$ cat src/rtl/calc_port_sequencer.sv
// Per-port front end for the four-port calculator: buffers (cmd, op1, op2) requests, serialises them
// onto the two-cycle command bus and returns the response. Define CALC_PORT_STATS_EN for event counters.
module calc_port_sequencer #(
  parameter int FIFO_DEPTH = 4,
  parameter int TIMEOUT    = 64
) (
  input  logic        c_clk,
  input  logic        reset,
  input  logic        req_valid,
  output logic        req_ready,
  input  logic [3:0]  req_cmd,
  input  logic [31:0] req_op1,
  input  logic [31:0] req_op2,
  output logic [3:0]  calc_cmd,
  output logic [31:0] calc_data,
  input  logic [1:0]  calc_resp,
  input  logic [31:0] calc_rdata,
  output logic        rsp_valid,
  input  logic        rsp_ready,
  output logic [1:0]  rsp_resp,
  output logic [31:0] rsp_data,
  output logic        busy,
  output logic        timeout_err
`ifdef CALC_PORT_STATS_EN
  ,
  output logic [15:0] stat_issued,
  output logic [15:0] stat_done,
  output logic [15:0] stat_timeout,
  output logic [15:0] stat_spurious
`endif
);

  localparam int AW = $clog2(FIFO_DEPTH);
  localparam int CW = $clog2(TIMEOUT + 1);

  typedef enum logic [2:0] {IDLE, SEND_OP1, SEND_OP2, WAIT_RESP, HOLD_RESP} state_e;

  typedef struct packed {
    logic [3:0]  cmd;
    logic [31:0] op1;
    logic [31:0] op2;
  } req_t;

  state_e        state_q, state_d;
  req_t          mem_q [FIFO_DEPTH];
  req_t          head;
  logic [AW:0]   wr_ptr_q, wr_ptr_d, rd_ptr_q, rd_ptr_d;
  logic [CW-1:0] cnt_q, cnt_d, cnt_inc;
  logic          push, pop, empty, full_d, expire;

  logic [3:0]  calc_cmd_q, calc_cmd_d;
  logic [31:0] calc_data_q, calc_data_d;
  logic        rsp_valid_q, rsp_valid_d;
  logic [1:0]  rsp_resp_q, rsp_resp_d;
  logic [31:0] rsp_data_q, rsp_data_d;
  logic        timeout_err_q, timeout_err_d;
  logic        req_ready_q, req_ready_d;
  logic        busy_q, busy_d;

  always_comb begin
    empty   = (wr_ptr_q == rd_ptr_q);
    push    = req_valid && req_ready_q;
    head    = mem_q[rd_ptr_q[AW-1:0]];
    cnt_inc = cnt_q + 1'b1;
    expire  = (cnt_inc == CW'(TIMEOUT));
  end

  // Next-state logic.
  always_comb begin
    state_d = state_q;
    case (state_q)
      IDLE:      if (!empty && head.cmd != 4'd0) state_d = SEND_OP1;
      SEND_OP1:  state_d = SEND_OP2;
      SEND_OP2:  state_d = WAIT_RESP;
      WAIT_RESP: if (calc_resp != 2'd0 || expire) state_d = HOLD_RESP;
      HOLD_RESP: if (rsp_ready) state_d = IDLE;
      default:   state_d = IDLE;
    endcase
  end

  // Output / datapath next values.
  // NOTE: every signal gets a default before the case so no path leaves it unassigned (no latches).
  always_comb begin
    calc_cmd_d    = calc_cmd_q;
    calc_data_d   = calc_data_q;
    rsp_valid_d   = rsp_valid_q;
    rsp_resp_d    = rsp_resp_q;
    rsp_data_d    = rsp_data_q;
    timeout_err_d = 1'b0;
    cnt_d         = cnt_q;
    pop           = 1'b0;
    case (state_q)
      IDLE: begin
        if (!empty && head.cmd == 4'd0) begin
          pop = 1'b1;
        end else if (!empty) begin
          calc_cmd_d  = head.cmd;
          calc_data_d = head.op1;
        end
      end
      SEND_OP1: begin
        calc_cmd_d  = 4'd0;
        calc_data_d = head.op2;
        pop         = 1'b1;
      end
      SEND_OP2: begin
        calc_cmd_d  = 4'd0;
        calc_data_d = 32'd0;
        cnt_d       = '0;
      end
      WAIT_RESP: begin
        if (calc_resp != 2'd0) begin
          rsp_resp_d  = calc_resp;
          rsp_data_d  = calc_rdata;
          rsp_valid_d = 1'b1;
        end else begin
          cnt_d = cnt_inc;
          if (expire) begin
            rsp_resp_d    = 2'd3;
            rsp_data_d    = 32'd0;
            rsp_valid_d   = 1'b1;
            timeout_err_d = 1'b1;
          end
        end
      end
      HOLD_RESP: if (rsp_ready) rsp_valid_d = 1'b0;
      default: ;
    endcase
  end

  // Pointers carry one extra wrap bit so full and empty differ only in the MSB.
  always_comb begin
    wr_ptr_d    = wr_ptr_q + (AW+1)'(push);
    rd_ptr_d    = rd_ptr_q + (AW+1)'(pop);
    full_d      = (wr_ptr_d[AW] != rd_ptr_d[AW]) && (wr_ptr_d[AW-1:0] == rd_ptr_d[AW-1:0]);
    req_ready_d = !full_d;
    busy_d      = (state_d != IDLE) || (wr_ptr_d != rd_ptr_d);
  end

  // NOTE: the FIFO storage has no reset; the pointers alone decide which entries are valid.
  always_ff @(posedge c_clk) begin
    if (push) mem_q[wr_ptr_q[AW-1:0]] <= '{cmd: req_cmd, op1: req_op1, op2: req_op2};
  end

  // NOTE: sequential state uses non-blocking assignments so every flop samples pre-edge values.
  always_ff @(posedge c_clk or negedge reset) begin
    if (!reset) begin
      state_q       <= IDLE;
      wr_ptr_q      <= '0;
      rd_ptr_q      <= '0;
      cnt_q         <= '0;
      calc_cmd_q    <= 4'd0;
      calc_data_q   <= 32'd0;
      rsp_valid_q   <= 1'b0;
      rsp_resp_q    <= 2'd0;
      rsp_data_q    <= 32'd0;
      timeout_err_q <= 1'b0;
      req_ready_q   <= 1'b1;
      busy_q        <= 1'b0;
    end else begin
      state_q       <= state_d;
      wr_ptr_q      <= wr_ptr_d;
      rd_ptr_q      <= rd_ptr_d;
      cnt_q         <= cnt_d;
      calc_cmd_q    <= calc_cmd_d;
      calc_data_q   <= calc_data_d;
      rsp_valid_q   <= rsp_valid_d;
      rsp_resp_q    <= rsp_resp_d;
      rsp_data_q    <= rsp_data_d;
      timeout_err_q <= timeout_err_d;
      req_ready_q   <= req_ready_d;
      busy_q        <= busy_d;
    end
  end

  assign req_ready   = req_ready_q;
  assign calc_cmd    = calc_cmd_q;
  assign calc_data   = calc_data_q;
  assign rsp_valid   = rsp_valid_q;
  assign rsp_resp    = rsp_resp_q;
  assign rsp_data    = rsp_data_q;
  assign busy        = busy_q;
  assign timeout_err = timeout_err_q;

`ifdef CALC_PORT_STATS_EN
  logic        issue, capture, spurious;
  logic [15:0] st_issued_q, st_done_q, st_timeout_q, st_spurious_q;

  function automatic logic [15:0] sat_inc(logic [15:0] v, logic en);
    return (en && v != 16'hFFFF) ? v + 16'd1 : v;
  endfunction

  assign issue    = (state_q == IDLE) && (state_d == SEND_OP1);
  assign capture  = (state_q == WAIT_RESP) && (calc_resp != 2'd0);
  assign spurious = (state_q != WAIT_RESP) && (calc_resp != 2'd0);

  always_ff @(posedge c_clk or negedge reset) begin
    if (!reset) begin
      st_issued_q   <= 16'd0;
      st_done_q     <= 16'd0;
      st_timeout_q  <= 16'd0;
      st_spurious_q <= 16'd0;
    end else begin
      st_issued_q   <= sat_inc(st_issued_q, issue);
      st_done_q     <= sat_inc(st_done_q, capture);
      st_timeout_q  <= sat_inc(st_timeout_q, timeout_err_d);
      st_spurious_q <= sat_inc(st_spurious_q, spurious);
    end
  end

  assign stat_issued   = st_issued_q;
  assign stat_done     = st_done_q;
  assign stat_timeout  = st_timeout_q;
  assign stat_spurious = st_spurious_q;
`endif

endmodule

$ cat config.mk
export PLATFORM = sky130hd
export DESIGN_NAME = calc_port_sequencer
export DESIGN_NICKNAME = d
export VERILOG_FILES = /design/src/rtl/calc_port_sequencer.sv
export SDC_FILE = /design/constraint.sdc
export NUM_CORES = 1
export LEC_CHECK = 0
export BUFFER_PORTS_ARGS = -buffer_cell sky130_fd_sc_hd__buf_4
export CORE_ASPECT_RATIO = 1.2
export CORE_MARGIN = 10
export CORE_UTILIZATION = 45
export CTS_BUF_LIST = sky130_fd_sc_hd__clkbuf_4 sky130_fd_sc_hd__clkbuf_8
export DETAILED_ROUTE_END_ITERATION = 10
export PLACE_DENSITY = 0.69
export SYNTH_ARGS = -nofsm -noshare
export SYNTH_HDL_FRONTEND = slang
export SYNTH_SLANG_ARGS = --single-unit
$ cat constraint.sdc
create_clock -name c_clk -period 5.6 [get_ports c_clk]
set_input_delay 1.4 -clock c_clk [delete_from_list [all_inputs] [get_ports c_clk]]
set_output_delay 1.4 -clock c_clk [all_outputs]
set_load 0.01 [all_outputs]
==> run summary <==
Across all setup checks in the final design, the least slack found is 2.00 ns. The flow ran to the end, and the final reports show no timing, DRC or antenna violations. The count of clock tree sinks came out at 362. The placeable core area came out at 0.0305 mm2. The min-delay analysis places its worst path in the category reg2reg.

Each instance of the synthesized netlist takes up on average 17.9 um2. Yosys attributes the largest share of cell area to sky130_fd_sc_hd__edfxtp_1 (59%), sky130_fd_sc_hd__dfrtp_1 (16%), sky130_fd_sc_hd__mux4_2 (11%). The number of gates resized after cts is 0, and the mux cell area share after synthesis is 13.6%. The average wire per standard cell is 20.8 um, and the cell area reported after detailed placement is 0.0157 mm2. The area share of fa/ha/maj cells after synthesis is 0.539%. The setup slack after placement is 1.95 ns, and the DRC violation count after routing is 0. The number of global-route vias before repair was 8056; the first-iteration detailed-routing DRC count was 397. After layout, the design draws a total of 8930 uW.

STA classifies the critical path startpoint as a flip-flop. The tools report the number of iterations in the first detailed-routing pass as 5. For this run, the register share of the synthesized area comes to 74.8%.

The number of nets with antenna violations after routing is 0. The first global-routing pass estimated 46200 um of wire. Global routing used 15.3% of the available tracks. Of the total power, the clock network draws 24.9%. STA puts the critical path data required time at 6.03 ns. The share of flip-flops with an asynchronous set or reset after synthesis is 24.9%. Summed over all layers, the routed wires come to 29800 um. The clock tree root driver cell is sky130_fd_sc_hd__clkbuf_8.

Net switching is 31.5% of the power. In the synthesized netlist the dominant register cell turns out to be sky130_fd_sc_hd__edfxtp_1. The cell area after layout was 0.0169 mm2. STA puts the critical path data arrival time at 4.03 ns. The post-CTS setup buffer count is 0. Setup violations remaining at the end of the flow were counted as 0. The number of hold buffers added after CTS was 0. At the end of routability-driven placement, the weighted congestion stood at 0.829.

For the max-slew violation count, the log shows 0. The number of nets handed over by synthesis was 892. Entering global routing, the biggest net connects 51 pins. Across the run, the number of max-cap violations was 0. The time the worst path needs with I/O delays and setup is 3.60 ns, and the number of top-level pins is 180.

The clock edge transition at the registers on the reported setup and hold paths is 0.06 ns. Setup repair after global routing left no endpoint under its margin. Placement row count: 70. The starting utilization of the core area came out at 45.7%. The share of total power dissipated in sequential elements is 44.8%. The cell internal power dissipation was 6120 uW. Post-synthesis sequential element count: 362. The power density normalized to cell area is 529 mW/mm2, and the area share of the largest cell type after synthesis is 58.6%. Measured along the y axis, the die boundary spans 213 um. Ranked by instance count, the synthesized netlist is headed by sky130_fd_sc_hd__edfxtp_1 (272), sky130_fd_sc_hd__nand2_1 (108), sky130_fd_sc_hd__dfrtp_1 (89). VDD sags by at most 0.000279 V. In this run, distinct cell masters in the synthesized netlist total 42. In this run the static leakage power is 0.00645 uW.

The tools report the critical path endpoint category as a flip-flop. The area growth from synthesis to layout is 21.1%. Detailed placement ended at an HPWL of 18400 um. For this run, the number of Yosys warnings is 0. In this run, synthesis inferred 272 flip-flops with an integrated enable. Measured against its own limit, the worst slew margin works out to 19.6%. For the final hold violation count, the log shows 0. In this run the number of H-tree levels came out at 2.

Detailed routing inserted a total of 7500 vias. For the number of instances in the synthesized netlist, the log shows 780. The part of the power in combinational logic was 30.3%. Along the worst path, the maximum fanout reaches 33. The sequential cells in the finished layout cover a total of 0.0104 mm2. For this design the total switching power over the nets is 2810 uW. Summing the areas of all compound-gate instances in the mapped netlist gives 3.55% of the synthesized area. Clock network latency to the later pin of the worst-skew pair: 0.59 ns.

In the final layout, the share of cells above drive strength 1 is 36.5%. The largest buffer count on any clock path is 3. Type of the worst setup path: reg2reg. The floorplan step defined a die boundary enclosing 0.0384 mm2. Clock tree synthesis inserted a total of 57 buffers. Yosys instantiated no cell more often than sky130_fd_sc_hd__edfxtp_1. Of the available clock period, the critical path in the final layout requires 64.3%.

Multi-input combinational cell area: 0.00330 mm2. Static timing analysis puts the maximum clock frequency at 0.278 GHz. Summing every instance area after synthesis gives 0.0139 mm2.

The clock arrives with 0.0206 ns of skew. The detailed-route vias per instance is 5.23. TritonCTS built the clock tree. The main combinational cell family by area after synthesis is multiplexers. For this run the aggregate overflow at the end of global routing stands at 0.

From left edge to right edge, the die measures 181 um. At the pin with the least slew margin, the transition time is 1.20 ns. In the final design database the tool counted 1101 nets.

The count of fill cells added during filler insertion was 2423; the total of buffers placed on input and output ports was 179. The number of antenna violations at the first check in global routing came out at 4. The dominant cell type by area after synthesis is sky130_fd_sc_hd__edfxtp_1.

The simple-gate share of the synthesized area is 5.10%, and the parity-gate share of the synthesized area counting xor and xnor cells is 0.629%.
-- worst max-delay path, stage by stage (launching register included) --
cell	delay (ns)
sky130_fd_sc_hd__dfrtp_4	0.87
sky130_fd_sc_hd__mux4_2	0.61
sky130_fd_sc_hd__or4_4	0.57
sky130_fd_sc_hd__nor2b_1	0.13
sky130_fd_sc_hd__nor2_1	0.05
sky130_fd_sc_hd__nor3_1	0.17
sky130_fd_sc_hd__ha_1	0.19
sky130_fd_sc_hd__ha_1	0.15
sky130_fd_sc_hd__xor2_1	0.22
sky130_fd_sc_hd__xor2_1	0.19
sky130_fd_sc_hd__nand2_1	0.07
sky130_fd_sc_hd__nor2_1	0.09
sky130_fd_sc_hd__o2111ai_1	0.11
-- sequential cells by signal, indices dropped and copies added, names as in the netlist --
signal       count
calc_data       32
calc_cmd         4
rsp_data        32
rsp_valid        1
timeout_err      1
rsp_resp         2
wr_ptr_q         3
rd_ptr_q         3
state_q          3
mem_q          272
cnt_q            7
busy             1
req_ready        1
-- path summary, 6_finish.rpt --
check,from,to,slack (ns),cells after the start
max,rd_ptr_q[0],busy,2.00,12
min,rsp_data[24],rsp_data[24],0.53,2
max reg2reg,rd_ptr_q[0],busy,2.00,12
min reg2reg,rsp_data[24],rsp_data[24],0.53,2
max in group asynchronous,reset,rsp_data[15],3.65,2
min in group asynchronous,reset,rsp_data[25],0.87,1
-- logic make-up (layout without fill, tap and decap cells) --
family | Yosys count | after routing
AO/OA/AOI/OAI | 92 | 92
XOR/XNOR | 10 | 10
adder cells (fa/ha/maj) | 6 | 6
buffers and inverters | 47 | 303
flip-flops | 362 | 362
multiplexers | 104 | 104
other | 0 | 1
AND/OR/NAND/NOR | 159 | 159
-- metrics by stage --
| stage | instances | hold slack (ns) | util [%] | TNS, ns |
|---|---|---|---|---|
| 2_1_floorplan | 780 | 0.483 | - | -272.30 |
| 6_report | 1433 | 0.525 | 55.3 | 0 |
| 3_3_place_gp | 1326 | 0.508 | 51.5 | 0 |
| 3_5_place_dp | 1326 | 0.517 | 51.5 | 0 |
| 4_1_cts | 1432 | 0.525 | 55.3 | 0 |
| 5_1_grt | 1432 | 0.551 | 55.3 | 0 |
-- power by group through the flow --
stage | clock network, uW | registers (uW) | logic [uW]
final | 2220 | 4000 | 2700
after CTS | 2290 | 4020 | 2780
after global routing | 2400 | 4080 | 2970
after floorplan | 0 | 3980 | 1890
after global placement | 0 | 4040 | 2730
after detailed placement | 0 | 4060 | 2780
-- per-layer routing --
layer  track usage, %  wire length (um)  vias up
li1                 -                 -     3436
met3             5.06              2280       51
met5                0                42        -
met1             18.8             12300     3756
met4             4.93               599        6
met2             25.3             14600      251
-- cell type report --
type / count / share of cell area (%)
Antenna cell: 1 / 0.0148
Clock buffer: 93 / 6.55
Clock inverter: 13 / 0.438
Inverter: 5 / 0.111
Multi-Input combinational cell: 371 / 19.6
Sequential cell: 362 / 61.8
Tap cell: 396 / 2.94
Timing Repair Buffer: 192 / 8.54
-- layout by cell type, fill, tap and decap left out, drive strengths merged, types with 2 or more instances in the layout --
cell and instances:
dfrtp 89, nand4 2, nand3 5, xnor2 5, edfxtp 272, nor2b 3, buf 192, xor2 5
and2 2, nand2 108, nand3b 6, clkinv 10, nor3 5, nor3b 4, clkbuf 93, nand2b 2
inv 6, o22ai 2, a41oi 2, mux4 68, o21ai 78, mux2i 36, nor2 16, o211ai 2
clkinvlp 2, a21oi 3, and3 2, ha 6
(Power assumes the default switching activity.)
